## config.mk

```make
export PLATFORM = sky130hd
export DESIGN_NAME = k_fifo_2deep_ctrl
export DESIGN_NICKNAME = d
export VERILOG_FILES = /design/src/rtl/k_fifo_pkg.sv /design/src/rtl/k_dp_ram.sv /design/src/rtl/k_fifo_2deep_ctrl.sv
export SDC_FILE = /design/constraint.sdc
export NUM_CORES = 1
export LEC_CHECK = 0
export BUFFER_PORTS_ARGS = -buffer_cell sky130_fd_sc_hd__clkbuf_2
export CAP_MARGIN = 10
export CORE_ASPECT_RATIO = 0.75
export CORE_MARGIN = 2
export CORE_UTILIZATION = 50
export CTS_CLUSTER_DIAMETER = 40
export DETAILED_ROUTE_END_ITERATION = 8
export GPL_TIMING_DRIVEN = 0
export PLACE_DENSITY = 0.77
export SETUP_SLACK_MARGIN = 0.15
export SYNTH_ARGS = -nofsm -noshare
export SYNTH_HDL_FRONTEND = slang
export SYNTH_HIERARCHICAL = 1
export SYNTH_SLANG_ARGS = --single-unit
```

## constraint.sdc

```tcl
create_clock -name clk -period 3.2 [get_ports clk]
set_clock_uncertainty 0.15 [all_clocks]
set_input_delay 0.8 -clock clk [delete_from_list [all_inputs] [get_ports clk]]
set_output_delay 0.8 -clock clk [all_outputs]
set_load 0.03 [all_outputs]
```

## src/rtl/k_fifo_pkg.sv

```systemverilog
// Shared constants and pointer helpers for the k_fifo family.
// Pointers carry one extra wrap bit above the RAM address bits.
package k_fifo_pkg;

    localparam int DATA_SIZE_DEF = 8;
    localparam int ADDR_SIZE_DEF = 1;
    localparam int PTR_W_MAX     = 16;

    // Increment modulo 2**ptr_w; the caller truncates to its own pointer width.
    function automatic logic [PTR_W_MAX-1:0] ptr_inc(
        input logic [PTR_W_MAX-1:0] ptr,
        input int unsigned          ptr_w = ADDR_SIZE_DEF + 1
    );
        logic [PTR_W_MAX-1:0] mask;
        mask = (PTR_W_MAX'(1) << ptr_w) - PTR_W_MAX'(1);
        return (ptr + PTR_W_MAX'(1)) & mask;
    endfunction

endpackage

```

## src/rtl/k_dp_ram.sv

```systemverilog
// Dual-port register RAM: synchronous write port, asynchronous read port.
// Contents are deliberately not reset.
module k_dp_ram
    import k_fifo_pkg::*;
#(
    parameter int data_size = DATA_SIZE_DEF,
    parameter int addr_size = ADDR_SIZE_DEF
) (
    input  logic                 clk,
    input  logic                 wen,
    input  logic [addr_size-1:0] waddr,
    input  logic [data_size-1:0] wdata,
    input  logic [addr_size-1:0] raddr,
    output logic [data_size-1:0] rdata
);

    localparam int DEPTH = 1 << addr_size;

    logic [data_size-1:0] mem [DEPTH];

    always_ff @(posedge clk) begin
        if (wen) begin
            mem[waddr] <= wdata;
        end
    end

    assign rdata = mem[raddr];

endmodule

```

## src/rtl/k_fifo_2deep_ctrl.sv

```systemverilog
// First-word-fall-through FIFO controller around k_dp_ram.
// Holds only the wrap-bit pointers; occupancy and flags are derived from them.
module k_fifo_2deep_ctrl
    import k_fifo_pkg::*;
#(
    parameter int data_size = DATA_SIZE_DEF,
    parameter int addr_size = ADDR_SIZE_DEF
) (
    input  logic                 clk,
    input  logic                 rst,
    input  logic [data_size-1:0] in_data,
    input  logic                 in_valid,
    output logic                 in_ready,
    output logic [data_size-1:0] out_data,
    output logic                 out_valid,
    input  logic                 out_ready,
    output logic [addr_size:0]   count,
    output logic                 full,
    output logic                 empty
);

    localparam int PW = addr_size + 1;

    logic [PW-1:0] wptr;
    logic [PW-1:0] rptr;
    logic [PW-1:0] wptr_nxt;
    logic [PW-1:0] rptr_nxt;
    logic          push;
    logic          pop;

    assign wptr_nxt = PW'(ptr_inc(PTR_W_MAX'(wptr), PW));
    assign rptr_nxt = PW'(ptr_inc(PTR_W_MAX'(rptr), PW));

    // Full: same RAM slot, opposite lap.
    assign full      = (wptr == {~rptr[addr_size], rptr[addr_size-1:0]});
    assign empty     = (wptr == rptr);
    assign count     = wptr - rptr;

    // in_ready drops during reset so nothing reaches the RAM while rst is high.
    assign in_ready  = ~full & ~rst;
    assign out_valid = ~empty;
    assign push      = in_valid & in_ready;
    assign pop       = out_valid & out_ready;

    always_ff @(posedge clk) begin
        if (rst) begin
            wptr <= '0;
            rptr <= '0;
        end else begin
            if (push) begin
                wptr <= wptr_nxt;
            end
            if (pop) begin
                rptr <= rptr_nxt;
            end
        end
    end

    k_dp_ram #(
        .data_size (data_size),
        .addr_size (addr_size)
    ) u_ram (
        .clk   (clk),
        .wen   (push),
        .waddr (wptr[addr_size-1:0]),
        .wdata (in_data),
        .raddr (rptr[addr_size-1:0]),
        .rdata (out_data)
    );

endmodule
```

==> flow_summary.ini, run 1 <==
[outcome]
status = finished, final reports clean

[floorplanning]
dieWidth_um = 53.72
fp-row-count = 13
die_height_um = 41.29
io_pins = 26
floorplan.initialDensity_pct = 53.27
core_area_um2 = 1740
die-area_um2 = 2218

[detailed_routing]
detail_route.iter0.violations = 19
num_vias = 610
postRouteWirelength_mm = 1.581
drtAntennaViolNets = 0
viasPerCell = 5.169
post-route-drc-count = 0
detail_route.first_pass.iterations = 4
post_drt_wl_per_cell_um = 13.40

[synth]
synth_cells = 67
yosys_register_bits = 20
synth-edff-count = 16
synth-main-ff-cell = sky130_fd_sc_hd__edfxtp_1
synth_nets = 80
yosysWarningCount = 6
number_of_different_library_cells_in_the_post_synthesis_netlist = 24
asyncSetResetFlopFracSynth_pct = 0
synth_area_per_cell_um2 = 13.84
share_of_the_yosys_chip_area_belonging_to_registers_pct = 60.46
synth_area_um2 = 927.1

[power]
power_density_nw_per_um2 = 908.2
vdd_ir_drop_max_mv = 0.6664
internal-power_w = 0.0005616
seq_power_share_pct = 36.1
standby_leakage_power_nw = 0.4716
power_switching_w = 0.0004430
clockPowerShare_pct = 11.6
comb_power_share_pct = 52.3
sw_frac_of_total_pct = 44.10

[setup_path]
ws_path_type = reg2out
cp.arrival_ps = 1640
worst_setup_path_start_kind = register
timing.critical_path.fanout_max = 10
timing.critical_path.required_ps = 2250
critical_path.slowest_cell = sky130_fd_sc_hd__dfxtp_1
slowest_delay_ps = 430
cpLargestDelayFamily = buffers and inverters
worstPathCellList = inv_1 -> ha_1 -> buf_6 -> a21oi_1 -> clkbuf_2
critPathBufInv = 3
critPathCaptureType = output port

[clocking]
worstSkewPairLatency_ps = 290
clockRootBuffer = sky130_fd_sc_hd__clkbuf_4
cts.path.max_buffers = 2
clock_tree_from_tritoncts = yes
cts-buffers-inserted = 3
clkSinkCount = 20
post-cts-setup-buffers = 0
post_cts.resized_instances = 0
cts.hold.buffers_added = 0
clk_pin_slew_ps = 100
clock_tree.htree_level_count = 1

[final_layout]
num-nets-final = 110
drive_above_1_share_pct = 39.58
finalNonFillerCells = 118
area.sequential_um2 = 560.5
final_design_area_no_fill_um2 = 1106
footprint_of_the_multi_input_gates_um2 = 329.1
antenna_cells_inserted = 0
final.fill_count = 141
synthToLayoutAreaGrowth_pct = 19.30

[global_route]
grt_antenna_before_repair = 0
first_global_vias = 551
wire_length_of_the_first_global_routing_pass_mm = 2.352
grt_start_max_net_pins = 12
grt_overflow_total = 0
grtUsageTotal_pct = 16.46

[sta]
fmaxAchievable_mhz = 386.0
grt_setup_unrepaired = no
setup_viol = 0
final_layout_worst_hold_slack_ps = 402.6
final_sum_of_negative_setup_slack_ps = 0
timing_worst_slew_pin_value_ps = 712.8
final_period_minus_worst_setup_slack_ps = 2591
final_count_of_pins_violating_max_slew = 0
final.setup.worst_slack_ps = 609.5
final.period_utilization_pct = 80.95
relSlewSlack_pct = 52.38
timing.final.hold_violations = 0

[placed_design]
place.gp.congestion = 0.8380
placement.io_buffers = 25
detailed_place.area_um2 = 1080
dpl.cell_count = 114
dpl.hpwl_mm = 1.199
dp_slack_ps = 619.4

[hold_path]
min-delay-path-class = reg2reg

[flow_run]
max-cap-violations = 0
==> power groups by stage <==
stage	clock, W	sequential [W]	combinational, W
4_1_cts	0.000118	0.000363	0.000529
6_report	0.000116	0.000363	0.000525
2_1_floorplan	0	0.000360	0.000409
5_1_grt	0.000133	0.000368	0.000559
3_5_place_dp	0	0.000368	0.000528
3_3_place_gp	0	0.000365	0.000515
==> per-layer routing <==
layer | vias to the layer above | part of all wire [%] | GRT usage, %
li1 | 308 | - | -
met2 | 25 | 48 | 27.13
met4 | 0 | 1.8 | 12.82
met3 | 4 | 5.4 | 5.000
met5 | - | 0 | 0
met1 | 273 | 45 | 18.48
==> synth_stat cells, drive strengths merged (2+ instances only) <==
cell / number / area, µm²
mux2: 8 / 120.1
o311ai: 2 / 17.52
inv: 3 / 11.26
xnor2: 2 / 17.52
nand2: 5 / 18.77
buf: 2 / 22.52
mux2i: 2 / 20.02
and2: 2 / 12.51
dfxtp: 4 / 80.08
a21oi: 3 / 15.01
nor2: 6 / 22.52
nand3: 2 / 10.01
edfxtp: 16 / 480.5
==> cells by family after synthesis <==
group                      Yosys count  synth area share [%]
and+or+nand+nor                     21                 11.74
DFF                                 20                 60.46
muxes                               10                 15.12
AOI/OAI and AO/OA                    6                 4.453
buffers and inverters                6                 4.048
xor gates and xnor gates             3                 2.835
adders and majority gates            1                 1.349
==> worst min-delay path: stages (launching register included) <==
cell and delay, ps:
sky130_fd_sc_hd__dfxtp_1 370, sky130_fd_sc_hd__nand2_1 70, sky130_fd_sc_hd__o311ai_1 70
==> cell usage in the layout (no fill, tap or decap), types with 2 or more instances in the layout <==
master,count
sky130_fd_sc_hd__buf_6,2
sky130_fd_sc_hd__clkbuf_4,3
sky130_fd_sc_hd__edfxtp_1,16
sky130_fd_sc_hd__a21oi_1,3
sky130_fd_sc_hd__inv_1,3
sky130_fd_sc_hd__xnor2_1,2
sky130_fd_sc_hd__nand2_1,5
sky130_fd_sc_hd__nand3_1,2
sky130_fd_sc_hd__mux2i_1,2
sky130_fd_sc_hd__and2_1,2
sky130_fd_sc_hd__nor2_1,6
sky130_fd_sc_hd__clkbuf_2,25
sky130_fd_sc_hd__dfxtp_1,4
sky130_fd_sc_hd__mux2_4,8
==> registers in the layout, summed over array words and instances (netlist names) <==
signal	flops
rptr	2
wptr	2
u_ram/mem	16
==> worst paths after layout <==
path,start,slack (ps),depth (start not counted),endpoint
setup reg to reg,wptr[0],830,6,u_ram/mem[0][5]
hold reg to reg,wptr[0],400,2,wptr[0]
setup / recovery,wptr[0],610,5,in_ready
hold / removal,wptr[0],400,2,wptr[0]
==> through the flow <==
stage,power [W],util [%]
CTS,0.001011,63.55
finish,0.001005,63.55
global route,0.001060,63.55
global placement,0.0008798,62.04
floorplan,0.0007689,-
detailed placement,0.0008966,62.04
==> area by class of cell <==
class                           instances  share of cell area (%)
Multi-Input combinational cell         41                   29.75
Timing Repair Buffer                   25                   11.31
Sequential cell                        20                   50.68
Inverter                                3                   1.018
Tap cell                               22                   2.489
Buffer                                  3                   2.376
Clock inverter                          1                  0.3394
Clock buffer                            3                   2.036
Note: power is estimated with default switching activity, not from simulation.
==> run 2, diff against run 1 <==
--- a/config.mk
+++ b/config.mk
@@ -5,15 +5,16 @@
 export SDC_FILE = /design/constraint.sdc
 export NUM_CORES = 1
 export LEC_CHECK = 0
+export ABC_AREA = 1
 export BUFFER_PORTS_ARGS = -buffer_cell sky130_fd_sc_hd__clkbuf_2
 export CAP_MARGIN = 10
 export CORE_ASPECT_RATIO = 0.75
 export CORE_MARGIN = 2
-export CORE_UTILIZATION = 50
+export CORE_UTILIZATION = 44
 export CTS_CLUSTER_DIAMETER = 40
 export DETAILED_ROUTE_END_ITERATION = 8
 export GPL_TIMING_DRIVEN = 0
-export PLACE_DENSITY = 0.77
+export PLACE_DENSITY = 0.72
 export SETUP_SLACK_MARGIN = 0.15
 export SYNTH_ARGS = -nofsm -noshare
 export SYNTH_HDL_FRONTEND = slang
==> constraint.sdc (replaced) <==
create_clock -name clk -period 2.36 [get_ports clk]
set_clock_uncertainty 0.15 [all_clocks]
set_input_delay 0.59 -clock clk [delete_from_list [all_inputs] [get_ports clk]]
set_output_delay 0.59 -clock clk [all_outputs]
set_load 0.03 [all_outputs]
==> run 2 against run 1 <==
  * Critical path depth is 1 higher
  * Utilization down 3.5 points
  * Final cell count rose by 19%
  * First-iteration DRC count decreased by 32%
  * Global-route usage shrank 1.7 points
  * Combinational power is 52% lower
  * Setup slack got worse by 360 ps
  * Non-clock buffer count down 2
  * Sequential power rose by 13%
  * Via count increased by 7.7%
  * Highest routed layer unchanged
  * Synthesized cell count grew 34%
==> flow_summary.ini, run 2 <==
[synth]
synth_area_um2 = 878.3
share_of_the_yosys_chip_area_belonging_to_registers_pct = 63.82
synth-edff-count = 16
netlist_top_cells_count = 40 x sky130_fd_sc_hd__nand2_1, 16 x sky130_fd_sc_hd__edfxtp_1, 12 x sky130_fd_sc_hd__inv_1
yosys_register_bits = 20
synth_area_per_cell_um2 = 9.759
yosys.area.top_type = sky130_fd_sc_hd__edfxtp_1
synth_cells = 90
yosysWarningCount = 6
synth-main-ff-cell = sky130_fd_sc_hd__edfxtp_1
synth_most_common_cell = sky130_fd_sc_hd__nand2_1
netlist_top_cells_area = sky130_fd_sc_hd__edfxtp_1 55%, sky130_fd_sc_hd__nand2_1 17%, sky130_fd_sc_hd__dfxtp_1 9.1%, sky130_fd_sc_hd__inv_1 5.1%, sky130_fd_sc_hd__nand3_1 2.3%
synth_nets = 103
share_of_yosys_cell_area_claimed_by_the_top_area_cell_type_pct = 54.70
number_of_different_library_cells_in_the_post_synthesis_netlist = 14
asyncSetResetFlopFracSynth_pct = 0

[sta]
setup_viol = 0
final_sum_of_negative_setup_slack_ps = 0
final_layout_worst_hold_slack_ps = 339.8
fmaxAchievable_mhz = 474.0
final.setup.worst_slack_ps = 250.2
final_count_of_pins_violating_max_slew = 0
relSlewSlack_pct = 54.69
final_period_minus_worst_setup_slack_ps = 2110
timing_worst_slew_pin_value_ps = 677.1
final.period_utilization_pct = 89.40
timing.final.hold_violations = 0
grt_setup_unrepaired = yes

[final_layout]
final.fill_count = 163
layout_commonest_cell = sky130_fd_sc_hd__nand2_1
commonest_cells_after_routing_fill_and_taps_aside = 40 x sky130_fd_sc_hd__nand2_1, 23 x sky130_fd_sc_hd__clkbuf_2, 16 x sky130_fd_sc_hd__edfxtp_1
antenna_cells_inserted = 0
largest_reg_flops = 16
final_design_area_no_fill_um2 = 1084
footprint_of_the_multi_input_gates_um2 = 274.0
reg.largest.list = u_ram/mem x16, rptr x2, wptr x2
top_register = u_ram/mem
area.sequential_um2 = 565.5
drive_above_1_share_pct = 34.75
synthToLayoutAreaGrowth_pct = 23.36
num-nets-final = 133

[floorplanning]
dieWidth_um = 55.59
die_height_um = 42.70
floorplan.initialDensity_pct = 48.65
core_area_um2 = 1805
io_pins = 26
fp-row-count = 13
die-area_um2 = 2373

[setup_path]
critPathCaptureType = output port
ws_path_type = reg2out
timing.critical_path.required_ps = 1620
rr_worst_depth = 7
worstPathCellList = inv_2 -> ha_4 -> nand3_4 -> nand2_1 -> inv_1 -> clkbuf_4
critical_path.slowest_cell = sky130_fd_sc_hd__dfxtp_2
r2r_slack_ps = 350
cp.arrival_ps = 1370
critical_path_cell_count = 6
worst_setup_path_start_kind = register
worst_setup_path_startpoint = wptr[0]
timing.critical_path.fanout_max = 5
cpLargestDelayFamily = flip-flops
reg2reg_from = wptr[0]
critPathBufInv = 3
regToRegEndpoint = u_ram/mem[0][7]
slowest_delay_ps = 370

[placed_design]
placement.io_buffers = 25
place.gp.congestion = 0.7318
detailed_place.area_um2 = 1031
dp_slack_ps = 101.2
dpl.hpwl_mm = 1.211

[clocking]
cts.hold.buffers_added = 0
clock_tree.htree_level_count = 1
worstSkewPairLatency_ps = 280
post-cts-setup-buffers = 0
clk_pin_slew_ps = 100
cts.path.max_buffers = 2
clockRootBuffer = sky130_fd_sc_hd__clkbuf_4
clkSinkCount = 20
cts-buffers-inserted = 3
clock_tree_from_tritoncts = yes

[global_route]
grt_antenna_before_repair = 0
grtUsageTotal_pct = 14.80
first_global_vias = 600
wire_length_of_the_first_global_routing_pass_mm = 2.573
grt_start_max_net_pins = 11
grt_overflow_total = 0

[detailed_routing]
postRouteWirelength_mm = 1.577
detail_route.iter0.violations = 13
drtAntennaViolNets = 0
post-route-drc-count = 0
num_vias = 657
viasPerCell = 4.693
post_drt_wl_per_cell_um = 11.26
detail_route.first_pass.iterations = 4

[hold_path]
min-delay-path-class = in2reg
timing.hold.worst.start = in_data[4]
holdPathEnd = u_ram/mem[1][4]
hold-path-cell-count = 1

[outcome]
status = finished, final reports clean

[power]
standby_leakage_power_nw = 0.5310
total_power_w = 0.0008096
vdd_ir_drop_max_mv = 0.5182
power_density_nw_per_um2 = 747.2

[flow_run]
max-cap-violations = 0
## run 2: changes by cell type in the layout (fill, tap and decap cells not counted), sizes merged, moves of 4 or more
cell,delta
inv,+11
mux2,-8
nand2,+37
nand3,+4
nor2,-4
## run 2: final cells by class
| class | instances | area share (%) |
|---|---|---|
| buffer | 1 | 1.039 |
| clock buffer | 3 | 2.079 |
| inverter | 14 | 4.850 |
| multi-input combinational | 55 | 25.29 |
| sequential | 20 | 52.19 |
| tap | 22 | 2.540 |
| timing repair buffer | 25 | 12.01 |
## run 2: report_power, final
group / switching [W] / internal [W] / total (W)
Clock: 0.0000884 / 0.0000592 / 0.000148
Combinational: 0.000172 / 0.0000786 / 0.000251
Sequential: 0.0000115 / 0.000400 / 0.000411
## run 2: how the worst max path moves through the flow
stage | end
after global placement | u_ram/mem[0][4]
after CTS | in_ready
after detailed placement | u_ram/mem[0][4]
after global routing | count[1]
after floorplan | u_ram/mem[0][0]
final | in_ready
## run 2: cells by family after synthesis
group / share of synthesized area, %
buffers and inverters: 7.265
AO/OA/AOI/OAI: 1.709
flip-flops: 63.82
AND/OR/NAND/NOR: 24.79
adder cells (fa/ha/maj): 1.424
XOR/XNOR: 0.9973
## run 2: through the flow
step	utilization, %	instances
after floorplan	-	90
after global placement	57.10	137
after global routing	60.01	140
final	60.01	140
after detailed placement	57.10	137
after CTS	59.11	140
## run 2: layer usage
metal | global-route usage, % | share of wire, %
met3 | 5.793 | 5.1
met4 | 5.854 | 1.7
met1 | 16.63 | 42
met2 | 25.48 | 51
met5 | 0 | 0
## run 2: timing repair
| action | in CTS | in global routing |
|---|---|---|
| setup endpoints to repair | 12 | 11 |
| gates resized for setup | 2 | 9 |
| pin swaps | 0 | 1 |
